===== src/rtl/arp_table_if.sv =====
// Handshake and table-RAM bundle between the ARP table arbiter, its two requesters and the table RAM.
interface arp_table_if #(
    parameter int unsigned ADDR_BITS = 5,
    parameter int unsigned ENTRY_W   = 89
) ();
    logic                 lu_req_valid;
    logic                 lu_req_ready;
    logic [31:0]          lu_req_ip;
    logic                 lu_rsp_valid;
    logic                 lu_rsp_ready;
    logic                 lu_rsp_hit;
    logic [47:0]          lu_rsp_mac;
    logic [7:0]           lu_rsp_oq;
    logic                 cpu_req;
    logic                 cpu_we;
    logic [ADDR_BITS-1:0] cpu_idx;
    logic [ENTRY_W-1:0]   cpu_wdata;
    logic                 cpu_ack;
    logic [ENTRY_W-1:0]   cpu_rdata;
    logic [ADDR_BITS-1:0] tbl_addr;
    logic                 tbl_we;
    logic [ENTRY_W-1:0]   tbl_wdata;
    logic [ENTRY_W-1:0]   tbl_rdata;

    modport slave (
        input  lu_req_valid, lu_req_ip, lu_rsp_ready,
        input  cpu_req, cpu_we, cpu_idx, cpu_wdata, tbl_rdata,
        output lu_req_ready, lu_rsp_valid, lu_rsp_hit, lu_rsp_mac, lu_rsp_oq,
        output cpu_ack, cpu_rdata, tbl_addr, tbl_we, tbl_wdata
    );

    modport master (
        output lu_req_valid, lu_req_ip, lu_rsp_ready,
        output cpu_req, cpu_we, cpu_idx, cpu_wdata, tbl_rdata,
        input  lu_req_ready, lu_rsp_valid, lu_rsp_hit, lu_rsp_mac, lu_rsp_oq,
        input  cpu_ack, cpu_rdata, tbl_addr, tbl_we, tbl_wdata
    );
endinterface


===== src/rtl/arp_table_arbiter.sv =====
// Shares the single-port ARP table between linear-scan datapath lookups and CPU entry accesses,
// with lookups preferred until a pending CPU request has been passed over STARVE_LIMIT times.
module arp_table_arbiter #(
    parameter int unsigned TABLE_DEPTH  = 32,
    parameter int unsigned ADDR_BITS    = 5,
    parameter int unsigned STARVE_LIMIT = 4,
    parameter int unsigned ENTRY_W      = 89
) (
    input  logic        AXI_ACLK,
    input  logic        reset,
    arp_table_if.slave  bus,
    output logic [31:0] lookup_count,
    output logic [31:0] miss_count
);
    localparam int unsigned KW     = ADDR_BITS + 1;
    localparam int unsigned SW     = $clog2(STARVE_LIMIT + 1);
    localparam int unsigned IP_W   = 32;
    localparam int unsigned MAC_W  = 48;
    localparam int unsigned OQ_W   = 8;
    localparam int unsigned MAC_LO = IP_W;
    localparam int unsigned OQ_LO  = IP_W + MAC_W;

    typedef enum logic [2:0] {IDLE, SCAN, RESP, CPU_ACC, CPU_DONE} state_t;

    state_t            state, state_n;
    logic [KW-1:0]     scan_k, scan_k_n;
    logic [IP_W-1:0]   ip_q, ip_n;
    logic [SW-1:0]     starve_q, starve_n;
    logic              hit_q, hit_n;
    logic [MAC_W-1:0]  mac_q, mac_n;
    logic [OQ_W-1:0]   oq_q, oq_n;
    logic [31:0]       lookup_n, miss_n;
    logic              cpu_wins_c;
    logic              entry_match_c;

    always_ff @(posedge AXI_ACLK) begin
        if (reset) begin
            state        <= IDLE;
            scan_k       <= '0;
            ip_q         <= '0;
            starve_q     <= '0;
            hit_q        <= 1'b0;
            mac_q        <= '0;
            oq_q         <= '0;
            lookup_count <= '0;
            miss_count   <= '0;
        end else begin
            state        <= state_n;
            scan_k       <= scan_k_n;
            ip_q         <= ip_n;
            starve_q     <= starve_n;
            hit_q        <= hit_n;
            mac_q        <= mac_n;
            oq_q         <= oq_n;
            lookup_count <= lookup_n;
            miss_count   <= miss_n;
        end
    end

    always_comb begin
        state_n  = state;
        scan_k_n = scan_k;
        ip_n     = ip_q;
        starve_n = starve_q;
        hit_n    = hit_q;
        mac_n    = mac_q;
        oq_n     = oq_q;
        lookup_n = lookup_count;
        miss_n   = miss_count;

        bus.lu_req_ready = 1'b0;
        bus.lu_rsp_valid = 1'b0;
        bus.lu_rsp_hit   = hit_q;
        bus.lu_rsp_mac   = mac_q;
        bus.lu_rsp_oq    = oq_q;
        bus.cpu_ack      = 1'b0;
        bus.cpu_rdata    = '0;
        bus.tbl_addr     = '0;
        bus.tbl_we       = 1'b0;
        bus.tbl_wdata    = '0;

        cpu_wins_c    = bus.cpu_req && (!bus.lu_req_valid || (starve_q >= SW'(STARVE_LIMIT)));
        entry_match_c = bus.tbl_rdata[ENTRY_W-1] && (bus.tbl_rdata[IP_W-1:0] == ip_q);

        case (state)
            IDLE: begin
                bus.lu_req_ready = !reset && !cpu_wins_c;
                if (cpu_wins_c) begin
                    starve_n = '0;
                    state_n  = CPU_ACC;
                end else if (bus.lu_req_valid) begin
                    ip_n     = bus.lu_req_ip;
                    scan_k_n = '0;
                    if (bus.cpu_req && (starve_q < SW'(STARVE_LIMIT)))
                        starve_n = starve_q + SW'(1);
                    state_n  = SCAN;
                end
            end
            // Address k is presented in cycle k; its entry is compared one cycle later.
            SCAN: begin
                if (scan_k < KW'(TABLE_DEPTH))
                    bus.tbl_addr = scan_k[ADDR_BITS-1:0];
                if ((scan_k != '0) && (entry_match_c || (scan_k == KW'(TABLE_DEPTH)))) begin
                    hit_n   = entry_match_c;
                    mac_n   = entry_match_c ? bus.tbl_rdata[MAC_LO +: MAC_W] : '0;
                    oq_n    = entry_match_c ? bus.tbl_rdata[OQ_LO +: OQ_W] : '0;
                    state_n = RESP;
                end else begin
                    scan_k_n = scan_k + KW'(1);
                end
            end
            RESP: begin
                bus.lu_rsp_valid = 1'b1;
                if (bus.lu_rsp_ready) begin
                    if (lookup_count != '1)
                        lookup_n = lookup_count + 32'd1;
                    if (!hit_q && (miss_count != '1))
                        miss_n = miss_count + 32'd1;
                    state_n = IDLE;
                end
            end
            CPU_ACC: begin
                bus.tbl_addr  = bus.cpu_idx;
                bus.tbl_we    = bus.cpu_we;
                bus.tbl_wdata = bus.cpu_wdata;
                state_n       = CPU_DONE;
            end
            CPU_DONE: begin
                bus.cpu_ack   = 1'b1;
                bus.cpu_rdata = bus.cpu_we ? bus.cpu_wdata : bus.tbl_rdata;
                state_n       = IDLE;
            end
            default: state_n = IDLE;
        endcase
    end
endmodule


===== src/flat_wrapper.sv =====
// flat-port wrapper written by rule: the top's interface ports become plain ports
module arp_table_arbiter_flat 
#(
    parameter int unsigned TABLE_DEPTH  = 32,
    parameter int unsigned ADDR_BITS    = 5,
    parameter int unsigned STARVE_LIMIT = 4,
    parameter int unsigned ENTRY_W      = 89
)
  (AXI_ACLK, reset, lookup_count, miss_count, bus_lu_req_valid, bus_lu_req_ip, bus_lu_rsp_ready, bus_cpu_req, bus_cpu_we, bus_cpu_idx, bus_cpu_wdata, bus_tbl_rdata, bus_lu_req_ready, bus_lu_rsp_valid, bus_lu_rsp_hit, bus_lu_rsp_mac, bus_lu_rsp_oq, bus_cpu_ack, bus_cpu_rdata, bus_tbl_addr, bus_tbl_we, bus_tbl_wdata);
  arp_table_if #(.ADDR_BITS(ADDR_BITS), .ENTRY_W(ENTRY_W)) bus_i ();
  input  logic AXI_ACLK;
  input  logic reset;
  output logic [31:0] lookup_count;
  output logic [31:0] miss_count;
  input wire logic [$bits(bus_i.lu_req_valid)-1:0] bus_lu_req_valid;
  input wire logic [$bits(bus_i.lu_req_ip)-1:0] bus_lu_req_ip;
  input wire logic [$bits(bus_i.lu_rsp_ready)-1:0] bus_lu_rsp_ready;
  input wire logic [$bits(bus_i.cpu_req)-1:0] bus_cpu_req;
  input wire logic [$bits(bus_i.cpu_we)-1:0] bus_cpu_we;
  input wire logic [$bits(bus_i.cpu_idx)-1:0] bus_cpu_idx;
  input wire logic [$bits(bus_i.cpu_wdata)-1:0] bus_cpu_wdata;
  input wire logic [$bits(bus_i.tbl_rdata)-1:0] bus_tbl_rdata;
  output wire logic [$bits(bus_i.lu_req_ready)-1:0] bus_lu_req_ready;
  output wire logic [$bits(bus_i.lu_rsp_valid)-1:0] bus_lu_rsp_valid;
  output wire logic [$bits(bus_i.lu_rsp_hit)-1:0] bus_lu_rsp_hit;
  output wire logic [$bits(bus_i.lu_rsp_mac)-1:0] bus_lu_rsp_mac;
  output wire logic [$bits(bus_i.lu_rsp_oq)-1:0] bus_lu_rsp_oq;
  output wire logic [$bits(bus_i.cpu_ack)-1:0] bus_cpu_ack;
  output wire logic [$bits(bus_i.cpu_rdata)-1:0] bus_cpu_rdata;
  output wire logic [$bits(bus_i.tbl_addr)-1:0] bus_tbl_addr;
  output wire logic [$bits(bus_i.tbl_we)-1:0] bus_tbl_we;
  output wire logic [$bits(bus_i.tbl_wdata)-1:0] bus_tbl_wdata;
  assign bus_i.lu_req_valid = bus_lu_req_valid;
  assign bus_i.lu_req_ip = bus_lu_req_ip;
  assign bus_i.lu_rsp_ready = bus_lu_rsp_ready;
  assign bus_i.cpu_req = bus_cpu_req;
  assign bus_i.cpu_we = bus_cpu_we;
  assign bus_i.cpu_idx = bus_cpu_idx;
  assign bus_i.cpu_wdata = bus_cpu_wdata;
  assign bus_i.tbl_rdata = bus_tbl_rdata;
  assign bus_lu_req_ready = bus_i.lu_req_ready;
  assign bus_lu_rsp_valid = bus_i.lu_rsp_valid;
  assign bus_lu_rsp_hit = bus_i.lu_rsp_hit;
  assign bus_lu_rsp_mac = bus_i.lu_rsp_mac;
  assign bus_lu_rsp_oq = bus_i.lu_rsp_oq;
  assign bus_cpu_ack = bus_i.cpu_ack;
  assign bus_cpu_rdata = bus_i.cpu_rdata;
  assign bus_tbl_addr = bus_i.tbl_addr;
  assign bus_tbl_we = bus_i.tbl_we;
  assign bus_tbl_wdata = bus_i.tbl_wdata;
  arp_table_arbiter #(.TABLE_DEPTH(TABLE_DEPTH), .ADDR_BITS(ADDR_BITS), .STARVE_LIMIT(STARVE_LIMIT), .ENTRY_W(ENTRY_W)) u_core (.AXI_ACLK(AXI_ACLK), .reset(reset), .bus(bus_i), .lookup_count(lookup_count), .miss_count(miss_count));
endmodule

===== config.mk =====
export PLATFORM = sky130hd
export DESIGN_NAME = arp_table_arbiter_flat
export DESIGN_NICKNAME = d
export VERILOG_FILES = /design/src/rtl/arp_table_if.sv /design/src/rtl/arp_table_arbiter.sv /design/src/flat_wrapper.sv
export SDC_FILE = /design/constraint.sdc
export NUM_CORES = 1
export LEC_CHECK = 0
export ABC_AREA = 1
export BUFFER_PORTS_ARGS = -buffer_cell sky130_fd_sc_hd__buf_2
export CAP_MARGIN = 20
export CORE_AREA = 2 2 207 209
export DETAILED_ROUTE_END_ITERATION = 8
export DIE_AREA = 0 0 209 211
export PLACE_DENSITY_LB_ADDON = 0.15
export SLEW_MARGIN = 40
export SYNTH_ARGS = -nofsm -noshare
export SYNTH_HDL_FRONTEND = slang
export SYNTH_SLANG_ARGS = --single-unit

===== constraint.sdc =====
create_clock -name AXI_ACLK -period 1.7 [get_ports AXI_ACLK]
set_input_delay 0.34 -clock AXI_ACLK [delete_from_list [all_inputs] [get_ports AXI_ACLK]]
set_output_delay 0.34 -clock AXI_ACLK [all_outputs]
set_load 0.02 [all_outputs]

==> impl_metrics.ini <==
[clock_network]
cts_buffers = 17
clock-sinks = 165
clk_path_buf_depth = 2
root_buffer = clkbuf_16
h-tree-depth = 4
cts_tree = done
clk_pin_slew_ns = 0.07
cts_hold_buf = 0
insertion_delay_ns = 0.44

[setup_path]
worstReg2RegStart = u_core.ip_q[24]
arrival_ns = 1.70
required_ns = 1.36
critPathMostFrequentCell = buf_12
worstSetupPathType = flip-flop to primary output
crit_start = u_core.state[0]
start_kind = flip-flop
crit_slowest_cell = dfxtp_4
critPathMaxStageDelay_ns = 0.38
path_cells = inv_4 -> nor2_4 -> buf_12 -> nand2_8 -> buf_12 -> nor2_1 -> buf_4
path_max_fanout = 24
critPathCaptureType = primary output

[routing]
vias_per_cell = 4.69
ant_nets = 0
drt-initial-drc-count = 856
drc = 0
firstDrtPassIters = 6
wl_per_cell_microns = 18.8
route.vias.total = 13814
postRouteWirelength_microns = 55400

[synth]
synth-warning-count = 0
ys_types = 40
ys_seq_area_share_pct = 32.4
syn_area_sq_um = 10200
ys_seq_elements = 165
syn-num-nets = 1909
synthCells = 1683
syn_avg_cell_area_sq_um = 6.06

[power_and_ir_drop]
irDropWorstVdd_mv = 1.10
power.total_uw = 15900
powerDensity_nw_per_um2 = 844
p_leak_uw = 0.00877

[sta]
hold_viol_final = 0
rsz0062_at_grt = yes
setup_viol = 278
period_needed_ns = 2.04
fmax_ghz = 0.490
layout_setup_ws_ns = -0.339
report.final.slew_viol_count = 0
period_share_pct = 120
fin_tns_setup_ns = -57.93
slew_headroom_pct = 72.3
fin_skew_ns = 0.00863
worstMarginPinSlew_ns = 0.415

[worst_hold_path]
worstHoldStart = bus_lu_req_ip[22]
hold_path_class = primary input to flip-flop

[finish]
drive_gt1_share_pct = 47.9
multi_input_area_sq_um = 7280
fillers = 4353
seq_area_sq_um = 3350
nets = 2614
design_area_sq_um = 18800
synthToLayoutAreaGrowth_pct = 84.8
final_cells = 2948

[grt]
grt_max_degree = 59
grt_pass1_wl_microns = 74800
overflow = 0
gr-usage-all-layers_pct = 22.1
antenna_found_initial = 15
grt_pass1_vias = 12590

[die]
std_cell_rows = 75
initial_core_util_pct = 24.4
core_area_sq_um = 41800
io_pins = 529
dieArea_sq_um = 44100
die_h_microns = 211
dieWidth_microns = 209

[placement]
routabilityCongestion = 0.892
dp_slack_ns = -0.337
placed_area_sq_um = 15000
io_buffer_count = 528
dp.cells = 2866
hpwlAfterDp_microns = 39400

[flow_run]
maxCapViolCount = 0

[status]
run_status = finished with violations
violations = setup timing
## registers in the layout (all words and copies together), names as in the netlist
| signal | flops |
|---|---|
| u_core.bus.lu_rsp_hit | 1 |
| u_core.bus.lu_rsp_mac | 48 |
| u_core.bus.lu_rsp_oq | 8 |
| u_core.ip_q | 32 |
| u_core.lookup_count | 32 |
| u_core.miss_count | 32 |
| u_core.scan_k | 6 |
| u_core.starve_q | 3 |
| u_core.state | 3 |
## report_power, final
group	switching (uW)	internal, uW
Combinational	4580	3110
Clock	1690	2140
Sequential	207	4180
## synth_stat cells, drive strengths merged
library cell / instances / area share [%]
a21oi: 225 / 11
nor3b: 2 / 0.15
and3: 2 / 0.12
nand3b: 1 / 0.074
xnor2: 12 / 1.0
ha: 5 / 0.61
o31ai: 5 / 0.37
nor4: 4 / 0.54
a32oi: 1 / 0.086
nand4: 78 / 4.9
a211oi: 1 / 0.074
xor2: 12 / 1.0
nand2: 449 / 17
or2: 5 / 0.31
nor2: 214 / 8.3
a31oi: 3 / 0.18
buf: 38 / 2.4
nor3: 43 / 2.4
nand3: 57 / 3.1
o21ai: 67 / 3.3
o21a: 5 / 0.37
dfxtp: 165 / 32
clkbuf: 60 / 2.2
inv: 228 / 8.4
or4: 1 / 0.074
## cells in the final DEF, fill, tap and decap left out, drive strengths merged, types with 12 or more instances in the layout
cell type,netlist,routed
buf,38,767
o21ai,67,67
nor2,214,214
nand2,449,450
nand3,57,57
clkbuf,60,34
dfxtp,165,165
inv,228,228
nor3,43,43
nand4,78,78
a21oi,225,225
xor2,12,12
xnor2,12,12
## path summary, 6_finish.rpt
path,endpoint,slack [ns],depth (start not counted)
min reg2reg,u_core.bus.lu_rsp_oq[4],0.46,2
max reg2reg,u_core.bus.lu_rsp_mac[36],-0.18,11
max,bus_tbl_wdata[58],-0.34,7
min,u_core.ip_q[22],0.13,3
## layer usage
| metal | vias up | routed length, microns | global-route usage (%) |
|---|---|---|---|
| li1 | 6822 | - | - |
| met1 | 6439 | 22500 | 26.9 |
| met2 | 474 | 27500 | 37.3 |
| met3 | 73 | 4060 | 6.59 |
| met4 | 6 | 1360 | 7.64 |
| met5 | - | 34 | 0 |
## worst max-delay path: cells and delay by family, from the launching register on
family        cells  cell delay [ns]
flops             1             0.38
simple gates      3             0.32
buf+inv           4             0.54
## what timing repair did
action / CTS / global route
endpoints found under the setup margin: 307 / 333
pin swaps: 4 / 62
buffers inserted: 7 / 14
hold endpoints to repair: 0 / 0
cloned: 5 / 22
gates resized for setup: 265 / 470
## area by class of cell
class	instances	area share [%]
Multi-Input combinational cell	1193	38.6
Timing Repair Buffer	781	32.3
Sequential cell	165	17.8
Inverter	228	4.64
Tap cell	539	3.58
Clock buffer	20	2.32
Clock inverter	11	0.591
Antenna cell	9	0.119
Timing Repair inverter	2	0.0929
## cells by family after synthesis
group           Yosys count  share of synthesized area [%]
flops                   165                           32.4
xor+xnor                 24                           2.06
buf+inv                 326                           13.0
simple gates            856                           36.6
fa+ha+maj                 5                          0.613
compound gates          307                           15.4
## stage by stage
step	utilization [%]	hold slack, ns
after floorplan	-	0.442
after global placement	36.0	0.449
after detailed placement	36.0	0.455
after CTS	39.7	0.0999
after global routing	45.1	0.116
final	45.1	0.128
No activity file was read; power rests on OpenSTA's default activity.
